`src/rtl/riscv_v_bw_reduct_accum_pkg.sv`:
```
// Shared vector-unit definitions used by the bitwise reduction accumulator.
package riscv_v_pkg;

  localparam int unsigned RISCV_V_DATA_WIDTH        = 128;
  localparam int unsigned RISCV_V_NUM_VALID_OSIZES  = 5;
  localparam int unsigned RISCV_V_MAX_LMUL          = 8;

  // One-hot bit positions of the element-size vector
  localparam int unsigned RISCV_V_OSIZE_8   = 0;
  localparam int unsigned RISCV_V_OSIZE_16  = 1;
  localparam int unsigned RISCV_V_OSIZE_32  = 2;
  localparam int unsigned RISCV_V_OSIZE_64  = 3;
  localparam int unsigned RISCV_V_OSIZE_128 = 4;

  typedef enum logic [1:0] {
    BW_AND = 2'b00,
    BW_OR  = 2'b01,
    BW_XOR = 2'b10
  } bw_op_t;

  // Raw op field to operation; the reserved encoding behaves as OR
  function automatic bw_op_t decode_bw_op(input logic [1:0] op);
    bw_op_t res;
    case (op)
      2'b00:   res = BW_AND;
      2'b10:   res = BW_XOR;
      default: res = BW_OR;
    endcase
    return res;
  endfunction

  // Lowest set bit selects the element width; an empty vector means 8 bits
  function automatic logic [RISCV_V_DATA_WIDTH-1:0] osize_to_mask(
    input logic [RISCV_V_NUM_VALID_OSIZES-1:0] osize_vector
  );
    logic [RISCV_V_DATA_WIDTH-1:0] m;
    m = '0;
    if (osize_vector[RISCV_V_OSIZE_8])        m[7:0]   = '1;
    else if (osize_vector[RISCV_V_OSIZE_16])  m[15:0]  = '1;
    else if (osize_vector[RISCV_V_OSIZE_32])  m[31:0]  = '1;
    else if (osize_vector[RISCV_V_OSIZE_64])  m[63:0]  = '1;
    else if (osize_vector[RISCV_V_OSIZE_128]) m        = '1;
    else                                      m[7:0]   = '1;
    return m;
  endfunction

endpackage

```
`src/rtl/riscv_v_bw_reduct_accum_combine.sv`:
```
// Combinational bitwise fold of two operands, truncated to the element width.
module riscv_v_bw_combine
  import riscv_v_pkg::*;
#(
  parameter int unsigned DATA_WIDTH = RISCV_V_DATA_WIDTH
) (
  input  logic [DATA_WIDTH-1:0] a_i,
  input  logic [DATA_WIDTH-1:0] b_i,
  input  bw_op_t                op_i,
  input  logic [DATA_WIDTH-1:0] mask_i,
  output logic [DATA_WIDTH-1:0] res_o
);

  // Apply the selected operation, then clear bits above the element
  always_comb begin
    res_o = '0;
    case (op_i)
      BW_AND:  res_o = (a_i & b_i) & mask_i;
      BW_XOR:  res_o = (a_i ^ b_i) & mask_i;
      default: res_o = (a_i | b_i) & mask_i;
    endcase
  end

endmodule

```
`src/rtl/riscv_v_bw_reduct_accum.sv`:
```
// Folds the per-register bitwise results of an LMUL group plus the vs1[0]
// scalar into one reduction result handed to writeback.
module riscv_v_bw_reduct_accum
  import riscv_v_pkg::*;
#(
  parameter int unsigned DATA_WIDTH = RISCV_V_DATA_WIDTH,
  parameter int unsigned MAX_BEATS  = RISCV_V_MAX_LMUL,
  parameter int unsigned NUM_OSIZES = RISCV_V_NUM_VALID_OSIZES
) (
  input  logic                  clk,
  input  logic                  rst,
  input  logic                  in_valid,
  output logic                  in_ready,
  input  logic                  in_first,
  input  logic                  in_last,
  input  logic [1:0]            op,
  input  logic [NUM_OSIZES-1:0] osize_vector,
  input  logic [DATA_WIDTH-1:0] init_scalar,
  input  logic [DATA_WIDTH-1:0] in_data,
  output logic                  out_valid,
  input  logic                  out_ready,
  output logic [DATA_WIDTH-1:0] out_data,
  output logic                  busy,
  output logic                  err
);

  localparam int unsigned CNT_W = $clog2(MAX_BEATS + 1);
  localparam logic [CNT_W-1:0] CNT_MAX = CNT_W'(MAX_BEATS);

  typedef enum logic [1:0] {
    ST_IDLE  = 2'b00,
    ST_ACCUM = 2'b01,
    ST_DONE  = 2'b10
  } state_t;

  state_t                state_q, state_d;
  logic [DATA_WIDTH-1:0] acc_q, acc_d;
  logic [DATA_WIDTH-1:0] mask_q, mask_d;
  bw_op_t                op_q, op_d;
  logic [CNT_W-1:0]      beat_cnt_q, beat_cnt_d;
  logic                  err_q, err_d;

  logic                  accept;
  bw_op_t                op_first;
  logic [DATA_WIDTH-1:0] mask_first;
  logic [DATA_WIDTH-1:0] res_first;
  logic [DATA_WIDTH-1:0] res_fold;
  logic [CNT_W-1:0]      beat_cnt_inc;

  assign op_first   = decode_bw_op(op);
  assign mask_first = DATA_WIDTH'(osize_to_mask(RISCV_V_NUM_VALID_OSIZES'(osize_vector)));

  // First beat folds against the incoming scalar with freshly sampled op/size
  riscv_v_bw_combine #(.DATA_WIDTH(DATA_WIDTH)) u_combine_first (
    .a_i    (init_scalar),
    .b_i    (in_data),
    .op_i   (op_first),
    .mask_i (mask_first),
    .res_o  (res_first)
  );

  // Later beats fold against the accumulator with the latched op/size
  riscv_v_bw_combine #(.DATA_WIDTH(DATA_WIDTH)) u_combine_fold (
    .a_i    (acc_q),
    .b_i    (in_data),
    .op_i   (op_q),
    .mask_i (mask_q),
    .res_o  (res_fold)
  );

  assign in_ready     = (state_q != ST_DONE);
  assign accept       = in_valid & in_ready;
  assign beat_cnt_inc = beat_cnt_q + CNT_W'(1);

  assign out_valid = (state_q == ST_DONE);
  assign out_data  = (state_q == ST_DONE) ? acc_q : '0;
  assign busy      = (state_q != ST_IDLE);
  assign err       = err_q;

  // Next-state and datapath update for the reduction sequencer
  always_comb begin
    state_d    = state_q;
    acc_d      = acc_q;
    mask_d     = mask_q;
    op_d       = op_q;
    beat_cnt_d = beat_cnt_q;
    err_d      = err_q;

    case (state_q)
      ST_IDLE, ST_ACCUM: begin
        if (accept) begin
          if (in_first) begin
            // A first beat mid-group flags an error but restarts cleanly
            if (state_q == ST_ACCUM) err_d = 1'b1;
            acc_d      = res_first;
            op_d       = op_first;
            mask_d     = mask_first;
            beat_cnt_d = CNT_W'(1);
            state_d    = in_last ? ST_DONE : ST_ACCUM;
          end else if (state_q == ST_IDLE) begin
            err_d = 1'b1;
          end else begin
            acc_d      = res_fold;
            beat_cnt_d = beat_cnt_inc;
            if (in_last || (beat_cnt_inc == CNT_MAX)) state_d = ST_DONE;
            if (!in_last && (beat_cnt_inc == CNT_MAX)) err_d = 1'b1;
          end
        end
      end
      ST_DONE: begin
        if (out_ready) begin
          beat_cnt_d = '0;
          state_d    = ST_IDLE;
        end
      end
      default: state_d = ST_IDLE;
    endcase
  end

  // State and accumulator registers with synchronous reset
  always_ff @(posedge clk) begin
    if (rst) begin
      state_q    <= ST_IDLE;
      acc_q      <= '0;
      mask_q     <= '0;
      op_q       <= BW_AND;
      beat_cnt_q <= '0;
      err_q      <= 1'b0;
    end else begin
      state_q    <= state_d;
      acc_q      <= acc_d;
      mask_q     <= mask_d;
      op_q       <= op_d;
      beat_cnt_q <= beat_cnt_d;
      err_q      <= err_d;
    end
  end

endmodule

```
`config.mk`:
```
export PLATFORM = sky130hd
export DESIGN_NAME = riscv_v_bw_reduct_accum
export DESIGN_NICKNAME = d
export VERILOG_FILES = /design/src/rtl/riscv_v_bw_reduct_accum_pkg.sv /design/src/rtl/riscv_v_bw_reduct_accum_combine.sv /design/src/rtl/riscv_v_bw_reduct_accum.sv
export SDC_FILE = /design/constraint.sdc
export NUM_CORES = 1
export LEC_CHECK = 0
export BUFFER_PORTS_ARGS = -buffer_cell sky130_fd_sc_hd__buf_4
export CELL_PAD_IN_SITES_DETAIL_PLACEMENT = 0
export CELL_PAD_IN_SITES_GLOBAL_PLACEMENT = 2
export CORE_MARGIN = 3
export CORE_UTILIZATION = 32
export CTS_BUF_LIST = sky130_fd_sc_hd__clkbuf_4 sky130_fd_sc_hd__clkbuf_8
export CTS_CLUSTER_DIAMETER = 80
export DETAILED_ROUTE_END_ITERATION = 16
export GPL_TIMING_DRIVEN = 0
export PLACE_DENSITY_LB_ADDON = 0.1
export SLEW_MARGIN = 25
export SYNTH_ARGS = -nofsm -noshare
export SYNTH_HDL_FRONTEND = slang
export SYNTH_HIERARCHICAL = 1
export SYNTH_SLANG_ARGS = --single-unit
```
`constraint.sdc`:
```
create_clock -name clk -period 2.28 [get_ports clk]
set_input_delay 0.228 -clock clk [delete_from_list [all_inputs] [get_ports clk]]
set_output_delay 0.228 -clock clk [all_outputs]
set_load 0.03 [all_outputs]
```
# == Yosys cells after proc, flatten, opt, wreduce, memory -nomap -nowiden ==
# Index checks and enable logic that the tools add are counted.
# word_totals
register_bits,265
# op_classes
addsub,1
n_eq_ne,13
muxes,35
bitwise,13
reduce_logical,16
# op_table
op,n
AND 128 bit,8
2-to-1 mux 120 bit,6
case mux 128 bit (2 select lines),2
2-to-1 mux 128 bit,3
bitwise OR 128 bit,2
bitwise XOR 128 bit,2
2-to-1 mux 64 bit,2
2-to-1 mux 112 bit,1
2-to-1 mux 96 bit,1
2-to-1 mux 32 bit,1
2-to-1 mux 16 bit,1
2-to-1 mux 4 bit,4
2-to-1 mux 2 bit,6
AND reduction 4 bit,3
"equality test 2 bit, second input constant",4
zero test 2 bit,4
2-to-1 mux 8 bit,1
case mux 2 bit (2 select lines),2
case mux 4 bit (2 select lines),1
"inequality test 2 bit, second input constant",3
"inequality test 3 bit, second input constant",2
AND reduction 3 bit,2
"adder 4 x 1 -> 4 bit, second input constant",1
"equality test 4 bit, second input constant",1
other kinds (10),15

# == Longest topological paths before layout ==
# logic_depth
word_depth,12
depth_mapped,7
mapped_depth_nobuf,6

# == By module ==
# The synthesis kept the hierarchy.
# modules_own_cells
mod,n_inst,cells_each,area_each_um2,seq_area_each_um2
riscv_v_bw_combine,2,938,7653.6,0.0
riscv_v_bw_reduct_accum,1,823,7523.5,2842.7

# == Least setup slack after synthesis ==
# Ideal clock, no wire load.
# synth_path
kind,input -> register
from,input port osize_vector[0]
to,register acc_q[79]
setup_time_ns,0.086
arrival_time_ns,2.220
slack_ns,-0.026
cell_stages,5
path_buffers,0
cell_sequence,nor4_1 -> and2_1 -> o211a_1 -> mux2i_1 -> a211oi_1
# synth_between
elab_chain_cells,4
# synth_rtl
item,line,rtl
from (decl),riscv_v_bw_reduct_accum.sv:17,"input logic [NUM_OSIZES-1:0] osize_vector,"
2-to-1 mux 120 bit (*),riscv_v_bw_reduct_accum_pkg.sv:38,if (osize_vector[RISCV_V_OSIZE_8]) m[7:0] = '1;
"AND 128 bit, on equally long branches","riscv_v_bw_reduct_accum_combine.sv:20, riscv_v_bw_reduct_accum_combine.sv:18, riscv_v_bw_reduct_accum_combine.sv:19",
case mux 128 bit (2 select lines) (*),riscv_v_bw_reduct_accum_combine.sv:17,case (op_i)
via res_first[79],riscv_v_bw_reduct_accum.sv:46,logic [DATA_WIDTH-1:0] res_first;
2-to-1 mux 128 bit (*),riscv_v_bw_reduct_accum.sv:92,if (in_first) begin
to (signal assigned),riscv_v_bw_reduct_accum.sv:124,acc_q <= '0;
to (signal assigned),riscv_v_bw_reduct_accum.sv:131,acc_q <= acc_d;
to (decl),riscv_v_bw_reduct_accum.sv:37,"logic [DATA_WIDTH-1:0] acc_q, acc_d;"
# Mark *: on every way through the listed nets, which the timed path passes. The rest lies on a longest branch.
# A chain may end at the register's enable or synchronous reset.

# == Worst setup path after layout ==
# layout_path
from,register state_q[1]
to,output port out_data[74]
# layout_between
elab_chain_cells,2
# layout_rtl
item,line,rtl
from (decl),riscv_v_bw_reduct_accum.sv:36,"state_t state_q, state_d;"
from (signal assigned),riscv_v_bw_reduct_accum.sv:130,state_q <= state_d;
equality test 2 bit,riscv_v_bw_reduct_accum.sv:76,assign out_data = (state_q == ST_DONE) ? acc_q : '0;
2-to-1 mux 128 bit,riscv_v_bw_reduct_accum.sv:76,
to (decl),riscv_v_bw_reduct_accum.sv:22,"output logic [DATA_WIDTH-1:0] out_data,"
# No other way between the ends.

==> impl_metrics.xml <==
<?xml version="1.0" encoding="UTF-8"?>
<metrics>
  <group name="clock_network">
    <metric name="tritoncts_num_sinks" unit="">142</metric>
    <metric name="tritoncts" unit="">yes</metric>
    <metric name="clk_pin_slew" unit="ps">90</metric>
    <metric name="cts-root-to-sink-buffers" unit="">2</metric>
    <metric name="cts_htree_levels" unit="">4</metric>
    <metric name="cts_inserted_buffers" unit="">17</metric>
    <metric name="clock_insertion_delay_worst_skew" unit="ps">560</metric>
    <metric name="cts_root_buffer" unit="">sky130_fd_sc_hd__clkbuf_8</metric>
  </group>
  <group name="setup_path">
    <metric name="required" unit="ps">2050</metric>
    <metric name="critPathLaunchType" unit="">flop</metric>
    <metric name="worst_ep_arrival_time" unit="ps">1960</metric>
    <metric name="path_max_fanout" unit="">9</metric>
    <metric name="critical_path_class" unit="">flop to output port</metric>
    <metric name="worstSetupEndpointType" unit="">output port</metric>
  </group>
  <group name="finish">
    <metric name="sequential_cell_area" unit="mm2">0.00285</metric>
    <metric name="areaGrowthSynthToFinish" unit="%">24.7</metric>
    <metric name="layout-drive-gt1-share" unit="%">28.1</metric>
    <metric name="final_common_cell" unit="">sky130_fd_sc_hd__inv_1</metric>
    <metric name="num-fill-cells" unit="">7187</metric>
    <metric name="multiInputGateArea" unit="mm2">0.0172</metric>
    <metric name="stdcell_area" unit="mm2">0.0285</metric>
    <metric name="final_core_util" unit="%">40.4</metric>
    <metric name="finalNetCount" unit="">3926</metric>
    <metric name="final_cell_mix" unit="">516 x sky130_fd_sc_hd__inv_1, 513 x sky130_fd_sc_hd__ha_1, 329 x sky130_fd_sc_hd__buf_4</metric>
  </group>
  <group name="floorplan">
    <metric name="row_count" unit="">97</metric>
    <metric name="core-area" unit="mm2">0.0704</metric>
    <metric name="initial_standard_cell_utilization_of_the_core" unit="%">32.4</metric>
    <metric name="fp.dieW" unit="um">273</metric>
    <metric name="dieArea" unit="mm2">0.0746</metric>
    <metric name="height_of_the_die" unit="um">273</metric>
    <metric name="pin_count" unit="">401</metric>
  </group>
  <group name="timing">
    <metric name="setup-violations-final" unit="">0</metric>
    <metric name="final-hold-violation-count" unit="">0</metric>
    <metric name="final_min_period_over_clock_period" unit="%">96.1</metric>
    <metric name="clock_skew" unit="ps">10.9</metric>
    <metric name="tightestPinTransition" unit="ps">823</metric>
    <metric name="maxClockFrequency" unit="MHz">457</metric>
    <metric name="rsz_0062_raised_after_global_routing" unit="">false</metric>
    <metric name="worst_slew_margin_rel" unit="%">45.1</metric>
    <metric name="post-route-worst-setup-slack" unit="ps">89.8</metric>
    <metric name="drv_slew" unit="">0</metric>
    <metric name="final_period_minus_worst_setup_slack" unit="ps">2190</metric>
  </group>
  <group name="detailed_routing">
    <metric name="remaining_drc_errors" unit="">0</metric>
    <metric name="drt_first_pass_iters" unit="">5</metric>
    <metric name="detail_route.vias_per_cell" unit="">5.02</metric>
    <metric name="route.antenna.remaining_nets" unit="">0</metric>
    <metric name="wl_per_cell" unit="um">20.8</metric>
    <metric name="num_vias" unit="">20619</metric>
    <metric name="drt_iter0_drc" unit="">1040</metric>
    <metric name="routed_wl" unit="um">85200</metric>
  </group>
  <group name="placement">
    <metric name="finalWeightedCongestion" unit="">0.781</metric>
    <metric name="total_of_buffers_placed_on_input_and_output_ports" unit="">399</metric>
    <metric name="detailed_placer_s_ending_hpwl" unit="um">63400</metric>
    <metric name="dpl-instance-area" unit="mm2">0.0272</metric>
    <metric name="place_ws" unit="ps">-204</metric>
  </group>
  <group name="yosys">
    <metric name="post-synth-top-area-cell" unit="">sky130_fd_sc_hd__ha_1</metric>
    <metric name="synthDistinctLibCells" unit="">41</metric>
    <metric name="synthesis.instances" unit="">2699</metric>
    <metric name="yosys_warnings" unit="">6</metric>
    <metric name="synth_largest_type_area_fraction" unit="%">28.1</metric>
    <metric name="yosys_register_bits" unit="">142</metric>
    <metric name="post_synth_main_area_contributors" unit="">sky130_fd_sc_hd__ha_1 28%, sky130_fd_sc_hd__mux2_2 13%, sky130_fd_sc_hd__dfxtp_1 12%</metric>
    <metric name="ys_seq_area_share" unit="%">12.5</metric>
    <metric name="syn_avg_cell_area" unit="um2">8.46</metric>
    <metric name="post_synth_instance_area" unit="mm2">0.0228</metric>
  </group>
  <group name="hold_path">
    <metric name="min-delay-path-class" unit="">input pin to flop</metric>
  </group>
  <group name="power">
    <metric name="leakage" unit="nW">17.5</metric>
    <metric name="power-per-cell-area" unit="mW/mm2">298</metric>
    <metric name="vdd_ir_drop_max" unit="V">0.000342</metric>
  </group>
  <group name="run">
    <metric name="max_cap_viols" unit="">0</metric>
  </group>
  <group name="grt">
    <metric name="grt_first_pass_wirelength" unit="um">127000</metric>
    <metric name="via_count_of_the_first_global_routing_pass" unit="">21280</metric>
    <metric name="antenna_found_initial" unit="">17</metric>
    <metric name="grt_start_max_net_pins" unit="">43</metric>
    <metric name="gr-total-overflow" unit="">0</metric>
    <metric name="total_global_route_track_usage" unit="%">22.3</metric>
  </group>
  <group name="outcome">
    <metric name="run_status" unit="">finished clean</metric>
  </group>
</metrics>
-- metrics by stage --
step                      total power [mW]  cells  hold slack (ps)  setup TNS, ps
after floorplan                       4.78   2706              372              0
after global placement                6.03   4045              482        -126930
after detailed placement              6.19   4050              486          -5290
after CTS                             8.63   4096             4.04          -1920
after global routing                  9.10   4102             41.2              0
final                                 8.48   4106             69.9              0
-- layer usage --
metal	vias up	global-route usage, %	wire, um
met5	-	0	41
met4	6	8.46	2560
met3	114	4.06	4080
li1	9999	-	-
met1	10027	28.5	38300
met2	473	37.2	40200
-- critical path, cell delays in order (launching register included) --
cell and delay (ps):
sky130_fd_sc_hd__dfxtp_4 390, sky130_fd_sc_hd__nand2b_4 100, sky130_fd_sc_hd__clkinvlp_4 120, sky130_fd_sc_hd__buf_6 140, sky130_fd_sc_hd__buf_12 160, sky130_fd_sc_hd__clkbuf_16 170, sky130_fd_sc_hd__and2_4 180, sky130_fd_sc_hd__buf_6 140
-- power breakdown --
part	switching (mW)	total, mW	internal, mW
Sequential	0.226	2.88	2.66
Combinational	1.84	3.35	1.50
Clock	1.21	2.25	1.04
Total	3.28	8.48	5.20
-- area by class of cell --
cell class | instances | area share, %
repair buffers | 419 | 12.6
well taps | 940 | 4.13
inverters | 517 | 6.83
clock inverters | 10 | 0.404
diodes | 10 | 0.0879
multi-input cells | 1872 | 60.4
flip-flops and latches | 142 | 10.0
clock buffers | 21 | 0.971
plain buffers | 175 | 4.56
-- cells in the mapped netlist --
cell                        count
sky130_fd_sc_hd__a211oi_1     128
sky130_fd_sc_hd__and4bb_2       1
sky130_fd_sc_hd__a21oi_1      138
sky130_fd_sc_hd__buf_4         11
sky130_fd_sc_hd__o21ai_0        2
sky130_fd_sc_hd__nor2b_1        2
sky130_fd_sc_hd__clkbuf_1      85
sky130_fd_sc_hd__a21boi_0       1
sky130_fd_sc_hd__o211a_1      256
sky130_fd_sc_hd__nor4b_1        1
sky130_fd_sc_hd__nand2b_1       4
sky130_fd_sc_hd__ha_1         513
sky130_fd_sc_hd__or2_2          1
sky130_fd_sc_hd__or2_1          1
sky130_fd_sc_hd__buf_2         36
sky130_fd_sc_hd__nor3_1         3
sky130_fd_sc_hd__nand3b_1       2
sky130_fd_sc_hd__a41oi_1        2
sky130_fd_sc_hd__nor2_1         8
sky130_fd_sc_hd__a31o_2         1
sky130_fd_sc_hd__dfxtp_1      142
sky130_fd_sc_hd__or3_1          3
sky130_fd_sc_hd__o31ai_1        1
sky130_fd_sc_hd__buf_1          2
sky130_fd_sc_hd__nor4_1         2
sky130_fd_sc_hd__buf_6         26
sky130_fd_sc_hd__o211ai_1       3
sky130_fd_sc_hd__mux2i_1      129
sky130_fd_sc_hd__o2111ai_1      3
sky130_fd_sc_hd__conb_1         1
sky130_fd_sc_hd__nand4_1        1
sky130_fd_sc_hd__a311oi_1       3
sky130_fd_sc_hd__nand2b_4       1
sky130_fd_sc_hd__and2_1       129
sky130_fd_sc_hd__nand2_1      263
sky130_fd_sc_hd__clkbuf_8      16
sky130_fd_sc_hd__or4_1          1
sky130_fd_sc_hd__and3b_1        1
sky130_fd_sc_hd__mux2_2       256
sky130_fd_sc_hd__nand3_1        3
sky130_fd_sc_hd__inv_1        517
-- kinds of logic (layout without fill, tap and decap cells) --
family	after synthesis	in the layout	synth area share, %
other	1	18	0.0164
AND/OR/NAND/NOR	427	428	8.80
AO/OA/AOI/OAI	538	538	19.0
adder cells (fa/ha/maj)	513	513	28.1
multiplexers	385	385	18.3
flip-flops	142	142	12.5
buffers and inverters	693	1142	13.3
-- state kept, by name, indices dropped and copies added, names as in the netlist --
signal      cells
beat_cnt_q      4
mask_q          5
acc_q         128
op_q            2
err             1
state_q         2
-- timing repair --
action | in CTS | in global routing
hold buffers | 7 | 0
cloned | 4 | 1
setup buffers | 4 | 1
endpoints found under the setup margin | 129 | 144
pin swaps | 0 | 2
resized for setup | 209 | 8
endpoints found under the hold margin | 7 | 0
-- path summary, 6_finish.rpt --
check	startpoint	end	slack, ps	cells after the start
setup reg to reg	op_q[0]$_SDFFE_PP0P_	acc_q[79]$_SDFFE_PP0P_	120	5
hold / removal	in_valid	state_q[0]$_SDFFE_PP0P_	70	3
setup / recovery	state_q[1]$_SDFFE_PP0P_	out_data[74]	90	7
hold reg to reg	op_q[1]$_SDFFE_PP0P_	op_q[1]$_SDFFE_PP0P_	500	2
Note: power is estimated with default switching activity, not from simulation.
